==> config.mk <==
export PLATFORM = sky130hd
export DESIGN_NAME = telemetry_velocity
export DESIGN_NICKNAME = d
export VERILOG_FILES = /design/src/rtl/telemetry_velocity.sv
export SDC_FILE = /design/constraint.sdc
export NUM_CORES = 1
export LEC_CHECK = 0
export ABC_AREA = 1
export BUFFER_PORTS_ARGS = -buffer_cell sky130_fd_sc_hd__buf_4
export CORE_AREA = 2 2 88 90
export CTS_BUF_LIST = sky130_fd_sc_hd__clkbuf_16
export DETAILED_ROUTE_END_ITERATION = 6
export DIE_AREA = 0 0 90 92
export GPL_ROUTABILITY_DRIVEN = 0
export HOLD_SLACK_MARGIN = 0.08
export PLACE_DENSITY_LB_ADDON = 0.1
export SYNTH_ARGS = -nofsm -noshare
export SYNTH_HDL_FRONTEND = slang
export SYNTH_SLANG_ARGS = --single-unit
==> constraint.sdc <==
create_clock -name clk -period 5.1 [get_ports clk]
set_input_delay 1.53 -clock clk [delete_from_list [all_inputs] [get_ports clk]]
set_output_delay 1.53 -clock clk [all_outputs]
set_load 0.05 [all_outputs]
==> src/rtl/telemetry_velocity.sv <==
// telemetry_velocity
//    Samples an unsigned 3-axis position once every PERIOD enabled clocks. It
//    reports the per-axis difference from the previous sample as a saturated
//    8-bit two's-complement velocity.
//
// Ports
//    clk                      single clock, rising edge
//    rst_n                    synchronous active-low reset (priority over clr/en)
//    en                       sampling enable; low freezes the interval counter
//    clr                      synchronous flush back to EMPTY
//    coord_x/y/z   [7:0]      registered unsigned position
//    vel_x/y/z     [7:0]      signed velocity, position units per interval
//    vel_valid                one-cycle strobe for new vel_*/sat
//    sat           [2:0]      per-axis clamp flags {z, y, x}
//    primed                   high while a previous sample is held (RUN)
//
// state    | meaning
// ---------+--------------------------------------------------------------
// ST_EMPTY | no previous sample; the next sample event only captures coords
// ST_RUN   | previous sample held; each sample event emits a velocity
module telemetry_velocity #(
   parameter int unsigned PERIOD = 16
) (
   input  logic       clk,
   input  logic       rst_n,
   input  logic       en,
   input  logic       clr,
   input  logic [7:0] coord_x,
   input  logic [7:0] coord_y,
   input  logic [7:0] coord_z,
   output logic [7:0] vel_x,
   output logic [7:0] vel_y,
   output logic [7:0] vel_z,
   output logic       vel_valid,
   output logic [2:0] sat,
   output logic       primed
);

   localparam logic [15:0] CNT_LAST = 16'(PERIOD - 1);

   typedef enum logic {
      ST_EMPTY = 1'b0,
      ST_RUN   = 1'b1
   } state_t;

   state_t      state_q, state_d;
   logic [15:0] cnt_q, cnt_d;
   logic [7:0]  prev_x_q, prev_x_d;
   logic [7:0]  prev_y_q, prev_y_d;
   logic [7:0]  prev_z_q, prev_z_d;
   logic [7:0]  vel_x_q, vel_x_d;
   logic [7:0]  vel_y_q, vel_y_d;
   logic [7:0]  vel_z_q, vel_z_d;
   logic [2:0]  sat_q, sat_d;
   logic        vel_valid_q, vel_valid_d;

   logic        sample;
   logic [8:0]  diff_x, diff_y, diff_z;

   // Returns {clamped, velocity}. A 9-bit result fits in 8 signed bits only
   // when its top two bits agree; otherwise the sign bit picks the rail.
   function automatic logic [8:0] clamp_diff(input logic [7:0] cur,
                                             input logic [7:0] prv);
      logic [8:0] d;
      d = {1'b0, cur} - {1'b0, prv};
      if (d[8] == d[7]) begin
         clamp_diff = {1'b0, d[7:0]};
      end else if (!d[8]) begin
         clamp_diff = {1'b1, 8'h7F};
      end else begin
         clamp_diff = {1'b1, 8'h80};
      end
   endfunction

   assign sample = en && (cnt_q == CNT_LAST);
   assign diff_x = clamp_diff(coord_x, prev_x_q);
   assign diff_y = clamp_diff(coord_y, prev_y_q);
   assign diff_z = clamp_diff(coord_z, prev_z_q);

   always_comb begin
      state_d     = state_q;
      cnt_d       = cnt_q;
      prev_x_d    = prev_x_q;
      prev_y_d    = prev_y_q;
      prev_z_d    = prev_z_q;
      vel_x_d     = vel_x_q;
      vel_y_d     = vel_y_q;
      vel_z_d     = vel_z_q;
      sat_d       = sat_q;
      vel_valid_d = 1'b0;

      if (clr) begin
         // Flush wins over a coincident sample: no capture, no strobe.
         state_d = ST_EMPTY;
         cnt_d   = '0;
      end else if (en) begin
         if (sample) begin
            cnt_d    = '0;
            prev_x_d = coord_x;
            prev_y_d = coord_y;
            prev_z_d = coord_z;
            state_d  = ST_RUN;
            if (state_q == ST_RUN) begin
               vel_x_d     = diff_x[7:0];
               vel_y_d     = diff_y[7:0];
               vel_z_d     = diff_z[7:0];
               sat_d       = {diff_z[8], diff_y[8], diff_x[8]};
               vel_valid_d = 1'b1;
            end
         end else begin
            cnt_d = cnt_q + 16'd1;
         end
      end
   end

   always_ff @(posedge clk) begin
      if (!rst_n) begin
         state_q     <= ST_EMPTY;
         cnt_q       <= '0;
         prev_x_q    <= '0;
         prev_y_q    <= '0;
         prev_z_q    <= '0;
         vel_x_q     <= '0;
         vel_y_q     <= '0;
         vel_z_q     <= '0;
         sat_q       <= '0;
         vel_valid_q <= 1'b0;
      end else begin
         state_q     <= state_d;
         cnt_q       <= cnt_d;
         prev_x_q    <= prev_x_d;
         prev_y_q    <= prev_y_d;
         prev_z_q    <= prev_z_d;
         vel_x_q     <= vel_x_d;
         vel_y_q     <= vel_y_d;
         vel_z_q     <= vel_z_d;
         sat_q       <= sat_d;
         vel_valid_q <= vel_valid_d;
      end
   end

   assign vel_x     = vel_x_q;
   assign vel_y     = vel_y_q;
   assign vel_z     = vel_z_q;
   assign sat       = sat_q;
   assign vel_valid = vel_valid_q;
   assign primed    = (state_q == ST_RUN);

endmodule

-- Word level (Yosys, flattened, before mapping)
Index checks and enable logic that the tools add are counted.
- add/sub/neg operators: 4
- multipliers: 0
- divide/modulo/power cells: 0
- magnitude comparators: 0
- equal/unequal tests: 4
- shift operators: 0
- mux-type cells: 8
- bitwise operators: 4
- reduce and logical (&&, ||, !) cells: 6
- operator list (kind ; number):
    $mux 9 ; 3
    $sub 8x8->9 ; 3
    $mux 8 ; 3
    $add 16x1->16 const B ; 1
    $eq 16x4->1 const B ; 1
    $mux 16 ; 1
    $not 1->1 ; 4
    $reduce_and 4->1 ; 1
    $reduce_or 4->1 ; 1
    $eq 1x1->1 ; 3
    $reduce_and 3->1 ; 1
    $reduce_and 2->1 ; 1
    $reduce_or 2->1 ; 1
    $logic_and 1x1->1 ; 1
    $mux 1 ; 1
- bits in registers: 69
- bits in latches: 0
- memory bits (writable): 0
- ROM bits: 0
- input bits: 28
- output and inout bits: 29
- memories: 0

-- Depth between registers and ports, before layout
Gate-level depths: netlist (run 1).
- depth after elaboration: 4
- mapped depth: 14
- depth with buffers taken out: 14

-- Worst setup path before layout (run 1)
OpenSTA, ideal clock, no wires.
- kind: input port to flip-flop
- from: in coord_x[0]
- to: reg vel_x_q[0], in the netlist vel_x[0]
- library setup time: 71 ps
- arrival time: 2988 ps
- slack: 2041 ps
- stages on the path: 12
- buffers on the path: 0
- cells stage by stage: inv_1 ha_1 fa_1 inv_1 nand3_1 nand2_1 nand2_1 nand3_1 nand3_1 nand2_1 o21ai_0 a21oi_1
- word-level cells in the longest chain between the ends: 3
- RTL lines (item ; line ; RTL):
    from (decl) ; 28 ; input logic [7:0] coord_x,
    $sub 8x8->9 * ; 65 ; d = {1'b0, cur} - {1'b0, prv};
    $mux 8 / $eq 1x1->1 (equally long branches) ; 68, 66 ;
    $mux 9 * ; 66 ; if (d[8] == d[7]) begin
    to (signal assigned) ; 134 ; vel_x_q <= vel_x_d;
    to (decl) ; 51 ; logic [7:0] vel_x_q, vel_x_d;
Every way passes the cells marked *; elsewhere a longest branch is shown, timed or not.
A chain may end at the register's enable or synchronous reset.

-- Final worst setup path (run 1)
Same ends and word-level chain as after synthesis.

==> impl_results.md, run 1 <==
- Clk Latency, worst-skew pair: roughly 0.33 ns
- Seq cells post-synth: 69
- Fmax: ~330 MHz
- Hold path cells: 2
- Syn avg cell area: between 6 and 7 sq um
- First-pass GRT wire length: between 15 and 20 mm
- Synth Area in Compound Gates: ~16%
- XOR/XNOR Fraction of Synth Area: approximately 3.8%
- Slew Viols, Final: 0
- Synth Warn #: 0
- Synth Area in Simple Gates: 26.1%
- Die W: roughly 90 um
- Row cnt: 32
- Area delta synth->final: 18.5%
- Share of layout cells above drive strength 1: between 10% and 20%
- Critical-path top delay cell: fa_1
- Ranking of synthesized cells by area: dfxtp_1 35%, nand2_1 12%, a21oi_1 8.7%
- Routed via count: roughly 3800
- Setup Fix Bufs, Post-CTS: 0
- Post-route minimum period: between 3 and 4 ns
- Largest delay share family, worst path: simple AND/OR/NAND/NOR gates
- Largest net degree at the start of global routing: 45
- Vias in the first global route: ~3600
- Pwr Total: 1.19 mW
- Fin Clk Skew: 0.00597 ns
- Root Driver: clkbuf_16
- Largest area contributor in the netlist: dfxtp_1
- Yosys cell types: 35
- Critical path cell sequence: buf_4, inv_1, ha_1, fa_1, inv_1, nand3_1, nand2_1, nand2_1, nand3_1, nand3_1, nand2_1, o21ai_0, a21oi_1
- Worst Path Class, Setup: in -> reg
- Sink Count: just under 70
- Die Height: 92 um
- CTS tree: built
- Num CTS Buffers: 9
- Yosys top cell area share: a little over a third
- Boundary pin count: 57
- Clk pin slew, worst setup/hold paths: around 0.050 ns
- Synthesized net count: 625
- Hold buffer count at CTS: 0
- Setup violators final: 0
- Worst hold path type: reg -> reg
- DRC: 0
- MaxCap Viol Count: 0
- Initial core utilization: between 50% and 60%
- # H-tree levels: 3
- Synth Area in Adders: a little under a tenth
- Post-Syn Instances: ~570
- Sequential fraction of the synthesis area: roughly a third
- Reg2Reg Depth: 7
- Critical path buffers and inverters: 3
- Maximum single-stage delay on the critical path: just over 0.4 ns
- Total Routing Usage GR: a little under a quarter
- Synthesized area: 0.00397 sq mm
- WL/cell: ~12 um
- Initial antenna violation count: 0
- Arrival @ worst endpoint: roughly 3.3 ns
- Slew headroom: roughly three fifths
- Final worst-path cycle share: approximately 59%
- Final setup TNS: 0 ns
- Worst vdd ir: ~0.00017 V
- CP Capture Type: flop
- ANT cells: 0
- DRT antenna net count: 0
- Pwr Density: about 250 mW/mm^2
- Max Fanout on Critical Path: 5
- Detailed placer's ending HPWL: 6.75 mm
- Total congestion overflow: 0
- Setup repair after global routing missed its margin: no
- Worst setup SP type: input port
- First-pass iteration count of the detailed router: 4
- Largest family of logic cells by synthesized area: simple AND/OR/NAND/NOR gates
- Crit path depth: 13
- Vias per cell: 5.18
- Req. time, crit path: approximately 5.4 ns
- Status: finished clean
- Final Hold Vio Count: 0
- Port buffer count: 56
- Mux cell area share after synthesis: 0%
- Hold_ws: 0.455 ns
- Clk buf depth: 2
- Cts repair resizes: 0
- LEAKAGE: around 2.2 nW
- Die footprint: around 0.0083 sq mm
- Total wire length: about 9.0 mm
- Nets: 681
- Core region area: ~0.0074 sq mm
- Initial DRC count: roughly 110
- Slew @ Worst Pin: 0.599 ns
[Yosys cell counts, drive strengths merged]
cell	n
inv	91
xor2	9
fa	3
nor3	10
ha	25
nand2	127
buf	3
nor3b	1
nor2	47
clkbuf	8
nand4	5
clkinv	1
dfxtp	69
nor4	1
a21oi	71
nand3b	3
a221oi	1
a31oi	1
and3	1
xnor2	8
nand3	35
o21ai	47
a41oi	1
o31ai	1
[worst reg2reg max path, delay by kind of cell, from the launching register on]
| kind | cells | cell delay, ns |
|---|---|---|
| AO/OA/AOI/OAI | 1 | 0.15 |
| adder cells (fa/ha/maj) | 1 | 0.27 |
| flip-flops | 1 | 0.38 |
| AND/OR/NAND/NOR | 5 | 1.35 |
[registers in the layout, indices dropped and copies added (netlist names)]
signal	cells
vel_z	8
vel_y	8
cnt_q	16
prev_z_q	8
prev_x_q	8
vel_x	8
prev_y_q	8
sat	3
primed	1
vel_valid	1
[metrics by stage]
stage,instances,instance area [sq um],setup WS (ns),util [%]
after floorplan,569,3970,2.04,-
after global placement,716,4460,1.79,59.9
after detailed placement,716,4460,1.76,59.9
after CTS,729,4700,2.08,63.2
after global routing,729,4700,1.87,63.2
final,729,4700,2.08,63.2
[cells in the final DEF (no fill, tap or decap), drive strengths merged, types with 3 or more instances in the layout]
cell	instances
o21ai	47
dfxtp	69
fa	3
xnor2	8
nand4	5
nor2	47
nor3	10
inv	91
clkinv	4
nand3b	3
a21oi	71
buf	56
xor2	9
nand3	35
nand2	127
ha	25
clkbuf	9
[report_power, final]
part / leakage [nW] / internal, mW / switching, mW
Clock: 0.116 / 0.315 / 0.213
Sequential: 0.556 / 0.540 / 0.000561
Combinational: 1.49 / 0.0497 / 0.0750
Total: 2.17 / 0.905 / 0.289
[path summary, 6_finish.rpt]
check / from / to / slack (ns)
worst min register to register: prev_y_q[3] / prev_y_q[3] / 0.45
worst max-delay path: coord_x[0] / vel_x[0] / 2.08
worst min-delay path: prev_y_q[3] / prev_y_q[3] / 0.45
worst max register to register: cnt_q[0] / vel_x[0] / 2.88
[layer usage]
metal / vias to the layer above / GRT usage [%] / wire length, um
li1: 1948 / - / -
met1: 1739 / 28.2 / 4230
met2: 76 / 41.3 / 4250
met3: 10 / 4.27 / 349
met4: 0 / 7.82 / 116
met5: - / 0 / 0
[cell families after synthesis]
logic type,after synthesis
DFF,69
and+or+nand+nor,230
xor gates and xnor gates,17
adders and majority gates,28
AOI/OAI and AO/OA,122
buffers and inverters,103
[cell type report]
type | instances | area, sq um
clock buffers | 9 | 225
clock inverters | 4 | 18.8
fillers | 716 | 2740
inverters | 92 | 345
multi-input cells | 397 | 2190
flip-flops and latches | 69 | 1380
well taps | 102 | 128
repair buffers | 56 | 420
No activity file was read; power rests on OpenSTA's default activity.
==> run 2: changes to the inputs <==
CORE_AREA = 2 2 91 93   (was 2 2 88 90)
DIE_AREA = 0 0 93 95   (was 0 0 90 92)
clock period = 2.5 ns   (was 5.1 ns; I/O delays follow)
==> run 2 against run 1 <==
First-iteration DRC count is 22% higher. Largest power group is now clock. Sequential share of layout area is 0.35 points lower. Critical endpoint unchanged. Global-route usage is 0.91 points lower.
==> impl_results.md, run 2 (same netlist as run 1, synthesis figures left out) <==
- Reg2Reg Depth: 11 (+4)
- CP startpoint: coord_x[0]
- R2R Setup Slk: 0.52 ns (-2.36 ns)
- Share of layout cells above drive strength 1: 14.0% (+1.3 points)
- Setup repair after global routing missed its margin: no
- Slew @ Worst Pin: 0.406 ns (-0.193 ns)
- Worst setup path end: vel_x[0]
- Area delta synth->final: 19.9%
- Pre-CTS WS: -0.0209 ns (-1.78 ns)
- Nets: 686 (+0.73%)
- FF-to-FF End: vel_x[0]
- ANT cells: 0 (unchanged)
- Post-route design area: 0.00476 sq mm (+1.2%)
- WL/cell: 12.4 um (+1.3%)
- Final Hold Vio Count: 0 (unchanged)
- Root Driver: clkbuf_16
- Hold_ws: 0.454 ns (-0.000527 ns)
- Slew headroom: 72.7% (+13 points)
- Most common cell after layout, fill and taps aside: nand2_1
- Req. time, crit path: 2.76 ns (-2.59 ns)
- Critical path cell sequence: buf_4, inv_1, ha_1, fa_1, inv_1, nand3_1, nand2_1, nand2_1, nand3_1, nand3_1, nand2_1, o21ai_0, a21oi_1
- Sink Count: 69 (unchanged)
- Hold buffer count at CTS: 0 (unchanged)
- Vias in the first global route: 3529 (-3.1%)
- Final worst-path cycle share: 88.9%
- Largest delay share family, worst path: simple AND/OR/NAND/NOR gates
- Fin Clk Skew: 0.00817 ns (+0.00220 ns)
- Die Height: 95 um (+3.3%)
- Placement Cell Area: 0.00450 sq mm (+0.93%)
- Total wire length: 9.20 mm (+2.8%)
- Worst Path Class, Setup: in -> reg
- First-pass GRT wire length: 15.7 mm (-0.96%)
- First-pass iteration count of the detailed router: 4 (unchanged)
- DRT antenna net count: 0 (unchanged)
- Die footprint: 0.00884 sq mm (+6.7%)
- Detailed placer's ending HPWL: 6.73 mm (-0.24%)
- Critical-path top delay cell: fa_1
- Crit path depth: 13 (unchanged)
- Slew Viols, Final: 0 (unchanged)
- Worst vdd ir: 0.000353 V (+110%)
- CP Capture Type: flop
- Initial core utilization: 50.1% (-3.2 points)
- MaxCap Viol Count: 0 (unchanged)
- CTS tree: built
- Status: finished clean
- Total Routing Usage GR: 22.3% (-0.91 points)
- Worst setup margin: 0.278 ns (-1.80 ns)
- Cts repair resizes: 0 (unchanged)
- Post-route minimum period: 2.22 ns
- Clk pin slew, worst setup/hold paths: 0.06 ns (about the same)
- Setup Fix Bufs, Post-CTS: 0 (unchanged)
- Pwr Density: 524 mW/mm^2 (+110%)
- Max Fanout on Critical Path: 5 (unchanged)
- Most frequent cells in the layout: 127 x nand2_1, 91 x inv_1, 69 x a21oi_1, 69 x dfxtp_1, 61 x buf_4
- Maximum single-stage delay on the critical path: 0.40 ns (about the same)
- Row cnt: 33 (+3.1%)
- Worst hold path type: reg -> reg
- Die W: 93 um (+3.3%)
- Clk Latency, worst-skew pair: 0.33 ns (about the same)
- Initial DRC count: 137 (+22%)
- LEAKAGE: 2.21 nW (+2.0%)
- Critical path buffers and inverters: 3 (unchanged)
- # H-tree levels: 3 (unchanged)
- Port buffer count: 56 (unchanged)
- Fmax: roughly 450 MHz
- Clk buf depth: 2 (unchanged)
- Largest net degree at the start of global routing: 39 (-13%)
- Vias per cell: 5.12 (-1.0%)
- Routed via count: 3790 (+0.45%)
- Worst setup SP type: input port
- Num CTS Buffers: 9 (unchanged)
- Top reg by flops: cnt_q
- Setup violators final: 0 (unchanged)
- RR Startpoint: prev_x_q[0]
- Core region area: 0.00793 sq mm (+6.5%)
- Total congestion overflow: 0 (unchanged)
- Boundary pin count: 57 (unchanged)
- Arrival @ worst endpoint: 2.48 ns (-0.79 ns)
- Largest register FFs: 16 (unchanged)
- Initial antenna violation count: 0 (unchanged)
- DRC: 0 (unchanged)
-- run 2: cell count changes in the layout (fill, tap and decap cells not counted), sizes merged --
cell	change
buf	+5
clkinv	+1
inv	+2
-- run 2: tightest hold or removal path, stage by stage, from the launching register on --
cell and delay [ns]:
dfxtp_1 0.29, inv_1 0.06, a21oi_1 0.06
-- run 2: layout make-up --
type	count	area, sq um
inverters	92	345
well taps	105	131
multi-input cells	397	2190
repair buffers	61	458
flip-flops and latches	69	1380
clock buffers	9	225
fillers	780	3170
clock inverters	7	35.0
-- run 2: routing by layer --
| metal | share of wire (%) | wire (um) | GRT usage (%) | up-vias |
|---|---|---|---|---|
| met5 | 0 | 0 | 0 | - |
| met4 | 1.4 | 126 | 6.74 | 0 |
| met3 | 5.5 | 508 | 5.35 | 15 |
| met2 | 48 | 4390 | 39.0 | 97 |
| met1 | 45 | 4180 | 27.1 | 1718 |
| li1 | - | - | - | 1960 |
-- run 2: how the worst min path moves through the flow --
stage / slack, ns / start / to / cells after the start
detailed placement: 0.45 / prev_y_q[2] / prev_y_q[2] / 2
floorplan: 0.43 / prev_z_q[7] / prev_z_q[7] / 2
CTS: 0.46 / prev_y_q[2] / prev_y_q[2] / 2
finish: 0.45 / prev_z_q[3] / prev_z_q[3] / 2
global placement: 0.44 / prev_z_q[4] / prev_z_q[4] / 2
global route: 0.48 / prev_z_q[4] / prev_z_q[4] / 2
-- run 2: through the flow --
| step | TNS (ns) | power [mW] | cells | utilization, % |
|---|---|---|---|---|
| after detailed placement | -0.0209 | 1.38 | 724 | 56.8 |
| after global placement | 0 | 1.38 | 724 | 56.8 |
| after global routing | 0 | 2.61 | 740 | 60.1 |
| after CTS | 0 | 2.52 | 740 | 60.1 |
| after floorplan | 0 | 1.30 | 569 | - |
| final | 0 | 2.49 | 740 | 60.1 |
-- run 2: where the power goes --
part	switching, mW	internal (mW)	total (mW)
Combinational	0.156	0.106	0.261
Clock	0.475	0.656	1.13
Sequential	0.00106	1.10	1.10
Total	0.631	1.86	2.49
==> run 3: changes to the inputs <==
BUFFER_PORTS_ARGS = default   (was -buffer_cell sky130_fd_sc_hd__buf_4)
CORE_AREA = 2 2 88 90   (was 2 2 91 93)
DIE_AREA = 0 0 90 92   (was 0 0 93 95)
DONT_BUFFER_PORTS = 1   (was default)
RECOVER_POWER = 100   (was default)
==> run 3 against run 2 <==
Sequential power about the same. Global-route usage decreased by 0.13 points. Largest cell class unchanged. Highest routed layer unchanged. Sequential share of layout area increased by 2.4 points. Die area decreased by 6.3%.
==> impl_results.md, run 3 (same netlist as run 1, synthesis figures left out) <==
- CTS tree: built
- Hold buffer count at CTS: 0 (unchanged)
- Slew Viols, Final: 0 (unchanged)
- Setup Fix Bufs, Post-CTS: 0 (unchanged)
- Top reg by flops: cnt_q
- DRC: 0 (unchanged)
- HP Start: prev_z_q[6]
- Largest register FFs: 16 (unchanged)
- Pwr Density: 626 mW/mm^2 (+20%)
- Die W: 90 um (-3.2%)
- Share of layout cells above drive strength 1: 5.01% (-9.0 points)
- Nets: 630 (-8.2%)
- Hold endpoint: prev_z_q[6]
- Total wire length: 8.63 mm (-6.2%)
- Row cnt: 32 (-3.0%)
- Arrival @ worst endpoint: 2.39 ns (-0.09 ns)
- Most frequent cells in the layout: 127 x nand2_1, 89 x inv_1, 69 x a21oi_1, 69 x dfxtp_1, 47 x o21ai_0
- DRT antenna net count: 0 (unchanged)
- LEAKAGE: 1.94 nW (-12%)
- Clk Latency, worst-skew pair: 0.33 ns (about the same)
- Initial DRC count: 92 (-33%)
- Status: finished clean
- Final core occ: 59.0% (-1.1 points)
- Hold path cells: 2 (unchanged)
- Slew @ Worst Pin: 0.710 ns (+0.304 ns)
- Worst hold path type: reg -> reg
- Setup repair after global routing missed its margin: no
- R2R Setup Slk: 0.42 ns (-0.10 ns)
- Area delta synth->final: 10.7%
- Setup violators final: 0 (unchanged)
- Worst setup SP type: input port
- Req. time, crit path: 2.76 ns (about the same)
- Largest delay share family, worst path: simple AND/OR/NAND/NOR gates
- ANT cells: 0 (unchanged)
- Clk pin slew, worst setup/hold paths: 0.06 ns (about the same)
- Num CTS Buffers: 9 (unchanged)
- Root Driver: clkbuf_16
- Slew headroom: 52.7% (-20 points)
- Routed via count: 3503 (-7.6%)
- Final Hold Vio Count: 0 (unchanged)
- Critical path buffers and inverters: 2 (-1)
- Initial antenna violation count: 0 (unchanged)
- Hold_ws: 0.452 ns (-0.00265 ns)
- Sink Count: 69 (unchanged)
- Boundary pin count: 57 (unchanged)
- Cts repair resizes: 0 (unchanged)
- Worst Path Class, Setup: in -> reg
- Post-route minimum period: 2.13 ns (-0.0897 ns)
- Vias in the first global route: 3417 (-3.2%)
- Final worst-path cycle share: 85.3% (-3.6 points)
- MaxCap Viol Count: 0 (unchanged)
- Critical path cell sequence: inv_1, ha_1, fa_1, inv_1, nand3_1, nand2_1, nand2_1, nand3_1, nand3_1, nand2_1, o21ai_0, a21oi_1
- Fmax: 469 MHz (+4.2%)
- CP Capture Type: flop
- Total Routing Usage GR: 22.1% (-0.13 points)
- Clk buf depth: 2 (unchanged)
- Critical-path top delay cell: fa_1
- WL/cell: 12.7 um (+1.9%)
- Final setup TNS: 0 ns (unchanged)
- FF-to-FF End: cnt_q[12]
- First-pass GRT wire length: 15.0 mm (-4.2%)
- Fin Clk Skew: 0.00686 ns (-0.00131 ns)
- # H-tree levels: 3 (unchanged)
- Pwr Total: 2.75 mW (+10%)
- RR Startpoint: cnt_q[0]
- Detailed placer's ending HPWL: 6.52 mm (-3.1%)
- Largest net degree at the start of global routing: 40 (+2.6%)
- First-pass iteration count of the detailed router: 4 (unchanged)
- Max Fanout on Critical Path: 5 (unchanged)
- Die footprint: 0.00828 sq mm (-6.3%)
- Initial core utilization: 53.3% (+3.2 points)
- Vias per cell: 5.14 (+0.44%)
- Reg2Reg Depth: 8 (-3)
- Worst vdd ir: 0.000445 V (+26%)
- Die Height: 92 um (-3.2%)
- Total congestion overflow: 0 (unchanged)
- Core region area: 0.00745 sq mm (-6.1%)
- Maximum single-stage delay on the critical path: 0.40 ns (about the same)
- Port buffer count: 0 (-100%)
- Most common cell after layout, fill and taps aside: nand2_1
==> run 3: report_power, final <==
part / switching, mW / internal, mW / total (mW) / leakage, nW
sequential: 0.000987 / 1.10 / 1.10 / 0.556
combinational: 0.128 / 0.0772 / 0.205 / 1.22
clock: 0.477 / 0.968 / 1.44 / 0.159
total: 0.605 / 2.15 / 2.75 / 1.94
==> run 3: per-stage QoR <==
step | setup slack [ns] | instances | instance area [sq um]
3_5_place_dp | 0.0775 | 665 | 4080
3_3_place_gp | 0.136 | 665 | 4080
4_1_cts | 0.400 | 681 | 4420
2_1_floorplan | 0.221 | 569 | 3970
5_1_grt | 0.138 | 681 | 4390
6_report | 0.367 | 681 | 4390
==> run 3: worst reg2reg max path: stages (launching register included) <==
cell and delay, ns:
dfxtp_1 0.37, ha_1 0.23, nand3_1 0.18, nor3_1 0.43
nand2_1 0.10, nor2_1 0.26, nand3_1 0.16, o21ai_0 0.18
a21oi_1 0.06
==> run 3: layout make-up <==
cell class | instances | area [sq um]
fillers | 733 | 3050
multi-input cells | 397 | 2170
flip-flops and latches | 69 | 1380
inverters | 92 | 345
clock buffers | 9 | 225
well taps | 102 | 128
clock inverters | 7 | 114
repair buffers | 5 | 27.5
==> run 3: worst max-delay path by stage <==
| stage | from | endpoint | depth (start not counted) |
|---|---|---|---|
| floorplan | coord_x[0] | vel_x[0] | 12 |
| global placement | coord_x[0] | vel_x[0] | 12 |
| detailed placement | coord_x[0] | vel_x[0] | 12 |
| CTS | coord_x[0] | vel_x[0] | 12 |
| global route | cnt_q[0] | cnt_q[12] | 8 |
| finish | coord_x[0] | vel_x[0] | 12 |
==> run 3: layer usage <==
metal / vias up / share of wire (%) / track usage [%]
li1: 1847 / - / -
met1: 1559 / 46 / 27.0
met2: 84 / 46 / 36.8
met3: 13 / 6.6 / 6.49
met4: 0 / 1.8 / 8.72
met5: - / 0 / 0
